### src/rtl/spi_pkg.sv
// Shared widths, command layout and FSM state type for the SPI command arbiter.
package spi_pkg;

   localparam int SPI_AWIDTH = 8;
   localparam int SPI_DWIDTH = 16;
   localparam int SPI_CMD_W  = SPI_DWIDTH + SPI_AWIDTH + 5;

   // Bit offsets of the command fields, LSB first: {ss, wdata, addr, size, wr_en}
   localparam int CMD_WR_EN_LSB = 0;
   localparam int CMD_SIZE_LSB  = 1;
   localparam int CMD_ADDR_LSB  = 3;
   localparam int CMD_WDATA_LSB = CMD_ADDR_LSB + SPI_AWIDTH;
   localparam int CMD_SS_LSB    = CMD_WDATA_LSB + SPI_DWIDTH;

   typedef struct packed {
      logic [1:0]            ss;
      logic [SPI_DWIDTH-1:0] wdata;
      logic [SPI_AWIDTH-1:0] addr;
      logic [1:0]            size;
      logic                  wr_en;
   } spi_cmd_t;

   typedef enum logic [1:0] {
      IDLE  = 2'd0,
      ISSUE = 2'd1,
      WAIT  = 2'd2,
      RESP  = 2'd3
   } arb_state_e;

   // Command word width for a given address/data width.
   function automatic int cmd_width(input int aw, input int dw);
      return dw + aw + 5;
   endfunction

endpackage

### src/rtl/spi_cmd_arbiter_rr_arbiter.sv
// Combinational round-robin pick: first requester after last_grant, wrapping.
module rr_arbiter
   import spi_pkg::*;
#(
   parameter  int NREQ = 3,
   localparam int GW   = (NREQ > 1) ? $clog2(NREQ) : 1
) (
   input  logic [NREQ-1:0] req,
   input  logic [GW-1:0]   last_grant,
   output logic [NREQ-1:0] gnt,
   output logic [GW-1:0]   gnt_idx,
   output logic            gnt_any
);

   // Scan offsets 1..NREQ from the previous winner; the previous winner is
   // tried last, so it can only win again when nobody else is asking.
   always_comb begin
      int cand;
      gnt     = '0;
      gnt_idx = '0;
      gnt_any = 1'b0;
      cand    = 0;
      for (int off = 1; off <= NREQ; off++) begin
         cand = int'(last_grant) + off;
         if (cand >= NREQ) begin
            cand = cand - NREQ;
         end
         if (!gnt_any && req[cand[GW-1:0]]) begin
            gnt_any               = 1'b1;
            gnt_idx               = cand[GW-1:0];
            gnt[cand[GW-1:0]]     = 1'b1;
         end
      end
   end

endmodule

### src/rtl/spi_cmd_arbiter.sv
// Shares one SPI master among NREQ requesters, one transaction at a time.
// Optional watchdog: define SPI_TIMEOUT_EN to abort transactions that stall
// for TIMEOUT_CYC cycles (response returned with rsp_err=1, rsp_data=0).
//
// state | meaning
// IDLE  | no transaction; round-robin grant and latch of the winner's command
// ISSUE | master_en high, driver_data stable until the master reads it
// WAIT  | command taken by the master, waiting for xfer_done
// RESP  | one-cycle rsp_valid pulse to the granted requester
module spi_cmd_arbiter
   import spi_pkg::*;
#(
   parameter  int NREQ        = 3,
   parameter  int AWIDTH      = SPI_AWIDTH,
   parameter  int DWIDTH      = SPI_DWIDTH,
   parameter  int TIMEOUT_CYC = 4096,
   localparam int CMD_W       = cmd_width(AWIDTH, DWIDTH)
) (
   input  logic                  clk,
   input  logic                  rst,
   input  logic [NREQ-1:0]       req_valid,
   input  logic [NREQ*CMD_W-1:0] req_cmd,
   output logic [NREQ-1:0]       req_ready,
   output logic                  master_en,
   output logic [CMD_W-1:0]      driver_data,
   input  logic                  driver_read,
   input  logic                  xfer_done,
   input  logic [AWIDTH-1:0]     spi_slv_addr,
   input  logic [DWIDTH-1:0]     spi_slv_data,
   output logic [NREQ-1:0]       rsp_valid,
   output logic [AWIDTH-1:0]     rsp_addr,
   output logic [DWIDTH-1:0]     rsp_data,
   output logic                  rsp_err
);

   localparam int            GW         = (NREQ > 1) ? $clog2(NREQ) : 1;
   localparam logic [GW-1:0] LAST_RESET = GW'(NREQ - 1);

   if (NREQ < 2 || NREQ > 8 || TIMEOUT_CYC < 2) begin : g_param_chk
      $error("spi_cmd_arbiter: NREQ must be 2..8 and TIMEOUT_CYC >= 2");
   end

   arb_state_e        state_q, state_d;
   logic [CMD_W-1:0]  cmd_q, cmd_d;
   logic [GW-1:0]     grant_q, grant_d;
   logic [GW-1:0]     last_grant_q, last_grant_d;
   logic [AWIDTH-1:0] rsp_addr_q, rsp_addr_d;
   logic [DWIDTH-1:0] rsp_data_q, rsp_data_d;

   logic [NREQ-1:0]   arb_gnt;
   logic [GW-1:0]     arb_idx;
   logic              arb_any;

   rr_arbiter #(
      .NREQ       (NREQ)
   ) u_rr_arbiter (
      .req        (req_valid),
      .last_grant (last_grant_q),
      .gnt        (arb_gnt),
      .gnt_idx    (arb_idx),
      .gnt_any    (arb_any)
   );

`ifdef SPI_TIMEOUT_EN
   localparam int            TW      = $clog2(TIMEOUT_CYC) + 1;
   localparam logic [TW-1:0] TMO_TC  = TW'(TIMEOUT_CYC - 1);

   logic [TW-1:0] tmo_cnt_q, tmo_cnt_d;
   logic          err_q, err_d;
   logic          tmo_hit;

   assign tmo_hit = (tmo_cnt_q == TMO_TC);

   // Watchdog counts cycles spent in ISSUE/WAIT; zero whenever idle so it
   // starts from zero on entry to ISSUE.
   always_comb begin
      tmo_cnt_d = '0;
      if (state_q == ISSUE || state_q == WAIT) begin
         tmo_cnt_d = tmo_cnt_q + TW'(1);
      end
   end

   // Watchdog counter and error flag registers.
   always_ff @(posedge clk or posedge rst) begin
      if (rst) begin
         tmo_cnt_q <= '0;
         err_q     <= 1'b0;
      end else begin
         tmo_cnt_q <= tmo_cnt_d;
         err_q     <= err_d;
      end
   end

   assign rsp_err = (state_q == RESP) && err_q;
`else
   assign rsp_err = 1'b0;
`endif

   // Next-state and output decode for the transaction FSM.
   always_comb begin
      state_d      = state_q;
      cmd_d        = cmd_q;
      grant_d      = grant_q;
      last_grant_d = last_grant_q;
      rsp_addr_d   = rsp_addr_q;
      rsp_data_d   = rsp_data_q;
      req_ready    = '0;
      master_en    = 1'b0;
      rsp_valid    = '0;
`ifdef SPI_TIMEOUT_EN
      err_d        = err_q;
`endif
      unique case (state_q)
         IDLE: begin
`ifdef SPI_TIMEOUT_EN
            err_d = 1'b0;
`endif
            // Grant is suppressed while reset is held so every output reads 0.
            if (arb_any && !rst) begin
               req_ready = arb_gnt;
               cmd_d     = req_cmd[arb_idx*CMD_W +: CMD_W];
               grant_d   = arb_idx;
               state_d   = ISSUE;
            end
         end
         ISSUE: begin
            master_en = 1'b1;
            if (driver_read) begin
               if (xfer_done) begin
                  rsp_addr_d = spi_slv_addr;
                  rsp_data_d = spi_slv_data;
                  state_d    = RESP;
               end else begin
                  state_d    = WAIT;
               end
            end
`ifdef SPI_TIMEOUT_EN
            else if (tmo_hit) begin
               rsp_data_d = '0;
               err_d      = 1'b1;
               state_d    = RESP;
            end
`endif
         end
         WAIT: begin
            if (xfer_done) begin
               rsp_addr_d = spi_slv_addr;
               rsp_data_d = spi_slv_data;
               state_d    = RESP;
            end
`ifdef SPI_TIMEOUT_EN
            else if (tmo_hit) begin
               rsp_data_d = '0;
               err_d      = 1'b1;
               state_d    = RESP;
            end
`endif
         end
         RESP: begin
            rsp_valid[grant_q] = 1'b1;
            last_grant_d       = grant_q;
            state_d            = IDLE;
         end
         default: begin
            state_d = IDLE;
         end
      endcase
   end

   // State, command and response registers.
   always_ff @(posedge clk or posedge rst) begin
      if (rst) begin
         state_q      <= IDLE;
         cmd_q        <= '0;
         grant_q      <= '0;
         last_grant_q <= LAST_RESET;
         rsp_addr_q   <= '0;
         rsp_data_q   <= '0;
      end else begin
         state_q      <= state_d;
         cmd_q        <= cmd_d;
         grant_q      <= grant_d;
         last_grant_q <= last_grant_d;
         rsp_addr_q   <= rsp_addr_d;
         rsp_data_q   <= rsp_data_d;
      end
   end

   assign driver_data = cmd_q;
   assign rsp_addr    = rsp_addr_q;
   assign rsp_data    = rsp_data_q;

endmodule

### config.mk
export PLATFORM = sky130hd
export DESIGN_NAME = spi_cmd_arbiter
export DESIGN_NICKNAME = d
export VERILOG_FILES = /design/src/rtl/spi_pkg.sv /design/src/rtl/spi_cmd_arbiter_rr_arbiter.sv /design/src/rtl/spi_cmd_arbiter.sv
export SDC_FILE = /design/constraint.sdc
export NUM_CORES = 1
export LEC_CHECK = 0
export CAP_MARGIN = 5
export CELL_PAD_IN_SITES_DETAIL_PLACEMENT = 1
export CELL_PAD_IN_SITES_GLOBAL_PLACEMENT = 1
export CORE_UTILIZATION = 30
export CTS_BUF_LIST = sky130_fd_sc_hd__clkbuf_2 sky130_fd_sc_hd__clkbuf_4 sky130_fd_sc_hd__clkbuf_8
export CTS_CLUSTER_DIAMETER = 200
export CTS_CLUSTER_SIZE = 40
export DETAILED_ROUTE_END_ITERATION = 16
export PLACE_DENSITY = 0.84
export SYNTH_ARGS = -nofsm -noshare
export SYNTH_HDL_FRONTEND = slang
export SYNTH_HIERARCHICAL = 1
export SYNTH_SLANG_ARGS = --single-unit
### constraint.sdc
create_clock -name clk -period 3.47 [get_ports clk]
set_clock_uncertainty 0.05 [all_clocks]
set_input_delay 0.694 -clock clk [delete_from_list [all_inputs] [get_ports clk]]
set_output_delay 0.694 -clock clk [all_outputs]
set_load 0.02 [all_outputs]
### Word-level counts from Yosys, hierarchy flattened

Cells that the tools add are included.

* bits in registers: 59
* input port bits: 118
* logic and storage cells: 89

* add/sub/neg operators: 6
* multipliers: 1
* $lt $le $gt $ge: 11
* equal/unequal tests: 6
* shift operators: 1
* muxes and demuxes: 41
* bitwise logic cells: 2
* reductions and logical operators: 15

Operators by type and width (number)
* variable part select 87 x 8 -> 29 bit: 1
* two-way mux 16 bit: 2
* case mux 16 bit (2 select lines): 1
* two-way mux 2 bit: 9
* two-way mux 3 bit: 6
* two-way mux 8 bit: 2
* case mux 8 bit (2 select lines): 1
* < comparator 2 x 3 -> 1 bit (second input constant): 4
* two-way mux 1 bit: 12
* >= comparator 3 x 2 -> 1 bit (second input constant): 3
* demux 1 bit (select 2 bit): 4
* >= comparator 2 x 1 -> 1 bit (second input constant): 4
* case mux 2 bit (4 select lines): 1
* logical AND 1 bit: 7
* multiplier 2 x 5 -> 7 bit (second input constant): 1
* adder 2 x 2 -> 3 bit (second input constant): 2
* binary-select mux 1 bit (select 2 bit): 3
* inequality test 2 bit (second input constant): 3
* bitwise OR 3 bit: 2
* subtractor 2 x 1 -> 2 bit (second input constant): 3
* == test 2 bit (second input constant): 2
* AND reduction 2 bit: 2
* adder 2 x 1 -> 3 bit (second input constant): 1
* logical NOT 1 bit: 3
* other kinds (4): 4

### Longest topological paths before layout

Gate-level depths: netlist of run 1.

* depth in word-level cells: 15
* mapped depth: 13
* gate-level depth less buffers: 9

### By module

The synthesis of run 1 kept the hierarchy.

By module, submodules not included
* spi_cmd_arbiter: instances 1, cells an instance 281, area an instance 3035.4 um^2
* rr_arbiter: instances 1, cells an instance 51, area an instance 394.1 um^2

### Least setup slack after synthesis of run 1

OpenSTA, ideal clock, no wires.

* path kind: register to output
* start point: register last_grant_q[1]
* end point: output port req_ready[1]
* data arrival time: 2.276 ns
* data required time: 2.726 ns
* path slack: 0.450 ns
* cell stages (with the launch flop): 12
* cells stage by stage: dfstp_2 -> inv_1 -> ha_1 -> buf_6 -> nor3b_1 -> o21bai_2 -> nor2_1 -> nand2_1 -> and3b_2 -> buf_2 -> buf_2 -> and2_1

* word-level cells in the longest chain between the ends: 15

Ends and longest elaborated chain
* start: declaration: RTL line spi_cmd_arbiter.sv:46 `logic [GW-1:0] last_grant_q, last_grant_d;`
* start signal: assignment: RTL line spi_cmd_arbiter.sv:183 `last_grant_q <= last_grant_d;`
* adder 2 x 1 -> 3 bit: RTL line spi_cmd_arbiter_rr_arbiter.sv:24 `cand = int'(last_grant) + off;`
* >= comparator 3 x 2 -> 1 bit / subtractor 2 x 1 -> 2 bit (equally long branches): RTL line spi_cmd_arbiter_rr_arbiter.sv:25, spi_cmd_arbiter_rr_arbiter.sv:26
* two-way mux 2 bit: RTL line spi_cmd_arbiter_rr_arbiter.sv:25 `if (cand >= NREQ) begin`
* binary-select mux 1 bit (select 2 bit): RTL line spi_cmd_arbiter_rr_arbiter.sv:28 `if (!gnt_any && req[cand[GW-1:0]]) begin`
* two-way mux 1 bit (implied by the code): RTL line spi_cmd_arbiter_rr_arbiter.sv:28
* two-way mux 1 bit: RTL line spi_cmd_arbiter_rr_arbiter.sv:28
* logical NOT 1 bit: RTL line spi_cmd_arbiter_rr_arbiter.sv:28
* logical AND 1 bit: RTL line spi_cmd_arbiter_rr_arbiter.sv:28
* two-way mux 1 bit: RTL line spi_cmd_arbiter_rr_arbiter.sv:28
* logical NOT 1 bit: RTL line spi_cmd_arbiter_rr_arbiter.sv:28
* logical AND 1 bit: RTL line spi_cmd_arbiter_rr_arbiter.sv:28
* two-way mux 1 bit *: RTL line spi_cmd_arbiter_rr_arbiter.sv:28
* named net arb_any: RTL line spi_cmd_arbiter.sv:52 `logic arb_any;`
* logical AND 1 bit *: RTL line spi_cmd_arbiter.sv:119 `if (arb_any && !rst) begin`
* two-way mux 3 bit *: RTL line spi_cmd_arbiter.sv:119
* two-way mux 3 bit *: RTL line spi_cmd_arbiter.sv:113 `unique case (state_q)`
* end: declaration: RTL line spi_cmd_arbiter.sv:23 `output logic [NREQ-1:0] req_ready,`

Mark *: on every way through the listed nets, which the timed path passes. The rest lies on a longest branch. The select of a mux whose other input is x is not followed.

### Final worst setup path of run 1

* start point: input port req_valid[1]
* end point: output port req_ready[2]

* word-level cells in the longest chain between the ends: 12

Ends and longest elaborated chain
* start: declaration: RTL line spi_cmd_arbiter.sv:21 `input logic [NREQ-1:0] req_valid,`
* binary-select mux 1 bit (select 2 bit): RTL line spi_cmd_arbiter_rr_arbiter.sv:28
* two-way mux 1 bit (implied by the code): RTL line spi_cmd_arbiter_rr_arbiter.sv:28
* two-way mux 1 bit: RTL line spi_cmd_arbiter_rr_arbiter.sv:28
* logical NOT 1 bit: RTL line spi_cmd_arbiter_rr_arbiter.sv:28
* logical AND 1 bit: RTL line spi_cmd_arbiter_rr_arbiter.sv:28
* two-way mux 1 bit: RTL line spi_cmd_arbiter_rr_arbiter.sv:28
* logical NOT 1 bit: RTL line spi_cmd_arbiter_rr_arbiter.sv:28
* logical AND 1 bit: RTL line spi_cmd_arbiter_rr_arbiter.sv:28
* two-way mux 1 bit *: RTL line spi_cmd_arbiter_rr_arbiter.sv:28
* named net arb_any: RTL line spi_cmd_arbiter.sv:52
* logical AND 1 bit *: RTL line spi_cmd_arbiter.sv:119
* two-way mux 3 bit *: RTL line spi_cmd_arbiter.sv:119
* two-way mux 3 bit *: RTL line spi_cmd_arbiter.sv:113

Marked as above.

==> results.txt, run 1 <==
Leakage: 0.00227 uW
commonest non-fill, non-tap cell in the layout: clkdlybuf4s50_1
CTS H-Tree Depth: 3
Hold Vio Cnt, Final: 0
DR iter-0 viols: 110
Synth cell types: 48
total CTS buffers: 9
pins over their slew limit: 0
Worst EP arrival: 2.64 ns
RSZ-0062 raised after global routing: no
Max stage delay on crit path: 0.60 ns
TritonCTS clock tree: done
Post-Synthesis Cells: 332
vias per inst: 4.80
DRC viols: 0
VDD IR max: 0.000365 V
Final setup viols: 0
flops & latches, synth: 59
share of the yosys chip area belonging to registers: 43.1%
share of cells above drive strength 1: 18.3%
CP endpoint kind: primary output
Root Driver: clkbuf_8
PD cells: 918 mW/mm^2
Finished Layout Cells: 654
Starting Density: 31.2%
final global-route overflow total: 0
number of synthesized flops with an enable pin: 0
post-route ant nets: 0
initial antenna violation count: 0
fin crit share: 97.4%
largest net degree at the start of global routing: 61
GRT Overall Usage: 18.5%
dominant synthesized flop cell: dfrtp_1
Die Height: 109 um
number of port buffers: 177
CP required: 2.73 ns
Max-cap violations: 0
Final Routed Wirelength: 10700 um
post-synthesis instance area: 0.00343 mm^2
status: complete, no violations
Ports: 179
Util after Layout: 50.8%
FILL cells: 1216
FP Rows: 38
Max Fclk: 296 MHz
Slew HR: 52.1%
worst hold path type: flop to flop
CTS Buffer Depth: 2
die area: 0.0119 mm^2
core area: 0.0110 mm^2
most frequent cells in the layout: 174 x clkdlybuf4s50_1, 58 x dfrtp_1, 34 x nand2_1, 33 x nor2_1, 31 x mux2i_1
Synth Warn #: 6
vias in the first global route: 3342
Slowest-stage cell, CP: clkdlybuf4s50_1
Mean Syn Cell Area: 10.3 um^2
minimum clock period: 3.38 ns
die width: 109 um
DR vias: 3141
CP Max Fanout: 8
P&R area growth vs syn: 62.5%
GP Congestion: 0.816
Worst-Skew Late Latency: 0.32 ns
# diodes: 0
Sum Neg Setup Slack: 0 ns
ys async rst share: 100%
DR pass1 iterations: 4
worst hold margin: 0.451 ns
first-pass GRT wire length: 16800 um
Final HPWL DP: 8170 um
syn nets: 462
Worst Tran Pin Value: 0.717 ns
CP Cell Sequence: clkdlybuf4s50_1, mux2_4, mux2i_4, nand2_1, and3b_2, and2_1, dlygate4sd2_1
CTS sink cnt: 59
WL/cell: 16.4 um
DP Cell Count: 636
CP startpoint kind: primary input
cts hold-fix bufs: 0
CTS clk-pin slew, worst paths: 0.07 ns
WS Path Type: primary input to primary output
# nets final: 639
==> power breakdown <==
group / leakage (uW) / internal, uW / switching [uW]
combinational: 0.00149 / 1600 / 1640
sequential: 0.000678 / 1050 / 198
clock: 0.0000958 / 335 / 297
total: 0.00227 / 2980 / 2140
==> flip-flops by register name (all words and copies together), names as in the netlist <==
signal and flops:
last_grant_q 2, rsp_data 16, state_q 2, driver_data 29, rsp_addr 8, grant_q 2
==> repair_timing <==
action / in CTS / in global routing
resized for setup: 7 / 6
setup buffers: 0 / 2
cloned: 0 / 0
pin swaps: 0 / 1
endpoints found under the setup margin: 3 / 5
==> synthesized netlist by cell type, types with 4 or more instances <==
cell / n / area share (%)
dfrtp_1: 58 / 42
nand2_1: 34 / 3.7
mux2i_1: 33 / 9.6
nor2_1: 33 / 3.6
a31oi_1: 29 / 5.3
mux2_2: 28 / 9.2
or2_2: 20 / 3.6
ha_1: 12 / 4.4
inv_1: 9 / 0.98
buf_2: 8 / 1.2
or2_0: 7 / 1.3
o21ai_0: 5 / 0.73
buf_6: 4 / 1.3
clkbuf_1: 4 / 0.44
==> worst max-delay path, delay by kind of cell <==
kind	cells	cell delay, ns
buf+inv	2	0.91
simple gates	3	0.48
mux	2	0.54
==> routing by layer <==
metal,vias up,wire (um),global-route usage (%)
met5,-,0,0
met2,131,5540,32.6
met1,1500,4280,21.8
met4,0,154,6.27
li1,1500,-,-
met3,10,733,4.48
==> per-stage QoR <==
stage / instance area, um^2 / power, uW / setup WS (ns)
2_1_floorplan: 3430 / 3260 / 0.450
3_3_place_gp: 5320 / 4340 / -0.00893
3_5_place_dp: 5320 / 4460 / -0.151
4_1_cts: 5540 / 5130 / 0.0787
5_1_grt: 5570 / 5510 / 0.00412
6_report: 5570 / 5120 / 0.0892
==> final cells by class <==
type	count	area [um^2]	area share (%)
Timing Repair Buffer	187	1870	33.5
Multi-Input combinational cell	242	1810	32.5
Sequential cell	59	1480	26.5
Tap cell	140	175	3.14
Clock buffer	9	124	2.22
Clock inverter	7	76.3	1.37
Inverter	10	40.0	0.718
==> final timing paths <==
check | from | to | depth (start not counted) | slack (ns)
worst max-delay path | req_valid[1] | req_ready[2] | 7 | 0.09
worst min-delay path | driver_data[27] | driver_data[27] | 1 | 0.45
worst max register to register | last_grant_q[1] | driver_data[11] | 11 | 0.58
worst min register to register | driver_data[27] | driver_data[27] | 1 | 0.45
max in group asynchronous | rst | last_grant_q[1] | 3 | 1.99
min in group asynchronous | rst | driver_data[13] | 2 | 0.74
==> logic make-up (layout without fill, tap and decap cells) <==
group,count (synthesis),after routing,synth area share [%]
compound gates,50,50,9.96
fa+ha+maj,12,12,4.38
buf+inv,31,213,5.76
flops,59,59,43.1
mux,64,64,20.2
other cells,1,1,0.109
simple gates,115,115,16.5
No activity file was read; power rests on OpenSTA's default activity.
==> run 2, diff against run 1 <==
--- a/config.mk
+++ b/config.mk
@@ -13,8 +13,7 @@
 export CTS_CLUSTER_DIAMETER = 200
 export CTS_CLUSTER_SIZE = 40
 export DETAILED_ROUTE_END_ITERATION = 16
-export PLACE_DENSITY = 0.84
+export PLACE_DENSITY = 0.83
 export SYNTH_ARGS = -nofsm -noshare
 export SYNTH_HDL_FRONTEND = slang
-export SYNTH_HIERARCHICAL = 1
 export SYNTH_SLANG_ARGS = --single-unit
==> run 2 against run 1 <==
  * Worst hold slack about the same
  * Non-clock buffer count grew 13
  * Critical path depth up 1
  * Synthesized cell count increased by 5.1%
  * First-iteration DRC count is 110% higher
  * Global-route usage increased by 2.6 points
  * Fmax rose by 0.54%
  * Wire length grew 18%
  * Clock power rose by 2%
  * Clock-buffer cell count rose by 1
  * Via count up 11%
  * Largest cell class unchanged
==> results.txt, run 2 <==
status: complete, no violations (unchanged)
DR pass1 iterations: 4 (unchanged)
number of synthesized flops with an enable pin: 0 (unchanged)
core area: 0.0115 mm^2 (was 0.0110 mm^2)
die area: 0.0122 mm^2 (was 0.0119 mm^2)
CTS clk-pin slew, worst paths: 0.07 ns (about the same)
worst hold path type: flop to flop (unchanged)
vias in the first global route: 3914 (was 3342)
most frequent cells in the layout: 174 x clkdlybuf4s50_1, 70 x nand2_1, 58 x dfrtp_1, 30 x o211ai_1 (was 174 x clkdlybuf4s50_1, 58 x dfrtp_1, 34 x nand2_1, 33 x nor2_1, 31 x mux2i_1)
flops & latches, synth: 59 (unchanged)
Synth top cells by count: 70 x nand2_1, 58 x dfrtp_1, 30 x o211ai_1 (was 58 x dfrtp_1, 34 x nand2_1, 33 x mux2i_1, 33 x nor2_1, 29 x a31oi_1)
minimum clock period: 3.36 ns (was 3.38 ns)
DR iter-0 viols: 230 (was 110)
Synth Warn #: 0 (was 6)
commonest non-fill, non-tap cell in the layout: clkdlybuf4s50_1 (unchanged)
P&R area growth vs syn: 62.9% (was 62.5%)
first-pass GRT wire length: 20300 um (was 16800 um)
Final setup viols: 0 (unchanged)
largest net degree at the start of global routing: 34 (was 61)
final global-route overflow total: 0 (unchanged)
Critical R2R Launch: last_grant_q[1] (unchanged)
share of cells above drive strength 1: 15.1% (was 18.3%)
syn nets: 478 (was 462)
FILL cells: 1265 (was 1216)
DRC viols: 0 (unchanged)
Synth area leader: dfrtp_1 (unchanged)
DP Cell Count: 661 (was 636)
vias per inst: 5.12 (was 4.80)
dominant synthesized flop cell: dfrtp_1 (unchanged)
CTS sink cnt: 59 (unchanged)
FP Rows: 39 (was 38)
share of the yosys chip area belonging to registers: 41.8% (was 43.1%)
VDD IR max: 0.000442 V (was 0.000365 V)
Starting Density: 30.8% (was 31.2%)
initial antenna violation count: 0 (unchanged)
Leakage: 0.00242 uW (was 0.00227 uW)
Hold Vio Cnt, Final: 0 (unchanged)
Synth top area share: 41.1% (was 42.3%)
CP startpoint kind: flop (was primary input)
CTS Buffer Depth: 2 (unchanged)
total CTS buffers: 9 (unchanged)
Slew HR: 57.4% (was 52.1%)
Final HPWL DP: 9220 um (was 8170 um)
post-synthesis instance area: 0.00353 mm^2 (was 0.00343 mm^2)
# nets final: 660 (was 639)
hold_sp: driver_data[8] (was driver_data[27])
top post-synthesis cells by area: dfrtp_1 41%, mux2_2 8.3%, mux2i_1 8.2% (was dfrtp_1 42%, mux2i_1 9.6%, mux2_2 9.2%)
Ports: 179 (unchanged)
Max-cap violations: 0 (unchanged)
GRT Overall Usage: 21.1% (was 18.5%)
Root Driver: clkbuf_8 (unchanged)
CP required: 2.73 ns (about the same)
# diodes: 0 (unchanged)
die width: 111 um (was 109 um)
worst slack, placed: -0.101 ns (was -0.151 ns)
Synth cell types: 43 (was 48)
Final Routed Wirelength: 12600 um (was 10700 um)
most instantiated library cell after synthesis: nand2_1 (was dfrtp_1)
Max Fclk: 297 MHz (was 296 MHz)
ys async rst share: 100% (unchanged)
Mean Syn Cell Area: 10.1 um^2 (was 10.3 um^2)
GP Congestion: 0.857 (was 0.816)
CP Max Fanout: 6 (was 8)
Die Height: 111 um (was 109 um)
Post-Synthesis Cells: 349 (was 332)
DR vias: 3479 (was 3141)
fin crit share: 96.9% (was 97.4%)
Critical Path Start: last_grant_q[1] (was req_valid[1])
Worst-Skew Late Latency: 0.33 ns (was 0.32 ns)
CTS H-Tree Depth: 3 (unchanged)
max reg flops: 29 (unchanged)
Finished Layout Cells: 679 (was 654)
Worst EP arrival: 2.62 ns (was 2.64 ns)
Final WS setup: 0.107 ns (was 0.0892 ns)
cts hold-fix bufs: 0 (unchanged)
TritonCTS clock tree: done (unchanged)
number of port buffers: 177 (unchanged)
WS Path Type: flop to primary output (was primary input to primary output)
post-route ant nets: 0 (unchanged)
Worst Tran Pin Value: 0.639 ns (was 0.717 ns)
pins over their slew limit: 0 (unchanged)
WL/cell: 18.6 um (was 16.4 um)
CP endpoint kind: primary output (unchanged)
PD cells: 951 mW/mm^2 (was 918 mW/mm^2)
## run 2: worst max-delay path, stage by stage (launching register included)
cell,delay [ns]
dfstp_2,0.56
inv_2,0.07
ha_4,0.31
mux2_4,0.30
a222oi_1,0.38
buf_4,0.20
a21bo_4,0.14
a211oi_1,0.05
clkdlybuf4s15_2,0.26
## run 2: logic make-up after synthesis
kind of cell	synth area share [%]
and+or+nand+nor	11.3
AOI/OAI and AO/OA	20.1
DFF	41.8
muxes	16.9
buffers and inverters	5.81
adders and majority gates	3.90
other	0.106
## run 2: cell type report
type,count,area [um^2],area share (%)
timing repair buffer,200,1960,34.1
multi-input combinational,250,1890,32.9
sequential,59,1480,25.7
tap,143,179,3.11
clock buffer,10,138,2.39
clock inverter,6,65.1,1.13
inverter,11,41.3,0.718
## run 2: path summary, 6_finish.rpt
check / endpoint / slack [ns] / depth (start not counted)
worst max-delay path: req_ready[0] / 0.11 / 8
worst min-delay path: driver_data[8] / 0.45 / 2
worst max register to register: driver_data[28] / 0.22 / 10
worst min register to register: driver_data[8] / 0.45 / 2
max in group asynchronous: driver_data[2] / 1.97 / 3
min in group asynchronous: rsp_addr[0] / 0.79 / 2
## run 2: power by group
part / leakage, uW / internal (uW) / switching (uW)
Combinational: 0.00160 / 1650 / 1940
Sequential: 0.000718 / 1040 / 196
Clock: 0.000102 / 351 / 296
## run 2: per-stage QoR
| step | TNS (ns) | utilization [%] | total power [uW] | hold WS, ns | instance area [um^2] |
|---|---|---|---|---|---|
| floorplan | 0 | - | 3330 | 0.448 | 3530 |
| global placement | 0 | 48.2 | 4640 | 0.428 | 5520 |
| detailed placement | -0.873 | 48.2 | 4770 | 0.439 | 5520 |
| CTS | 0 | 50.1 | 5490 | 0.454 | 5750 |
| global route | -0.0189 | 50.2 | 5800 | 0.479 | 5750 |
| finish | 0 | 50.2 | 5470 | 0.451 | 5750 |
## run 2: layer usage
| metal | wire, um | vias up | global-route usage, % |
|---|---|---|---|
| li1 | - | 1618 | - |
| met5 | 0 | - | 0 |
| met1 | 4810 | 1737 | 23.0 |
| met3 | 580 | 18 | 4.83 |
| met4 | 235 | 0 | 6.84 |
| met2 | 7010 | 106 | 39.7 |
## run 2: repair_timing
| action | in CTS | in global routing |
|---|---|---|
| resized for setup | 9 | 7 |
| endpoints found under the setup margin | 3 | 32 |
| buffers inserted | 1 | 1 |
| pin swaps | 1 | 2 |
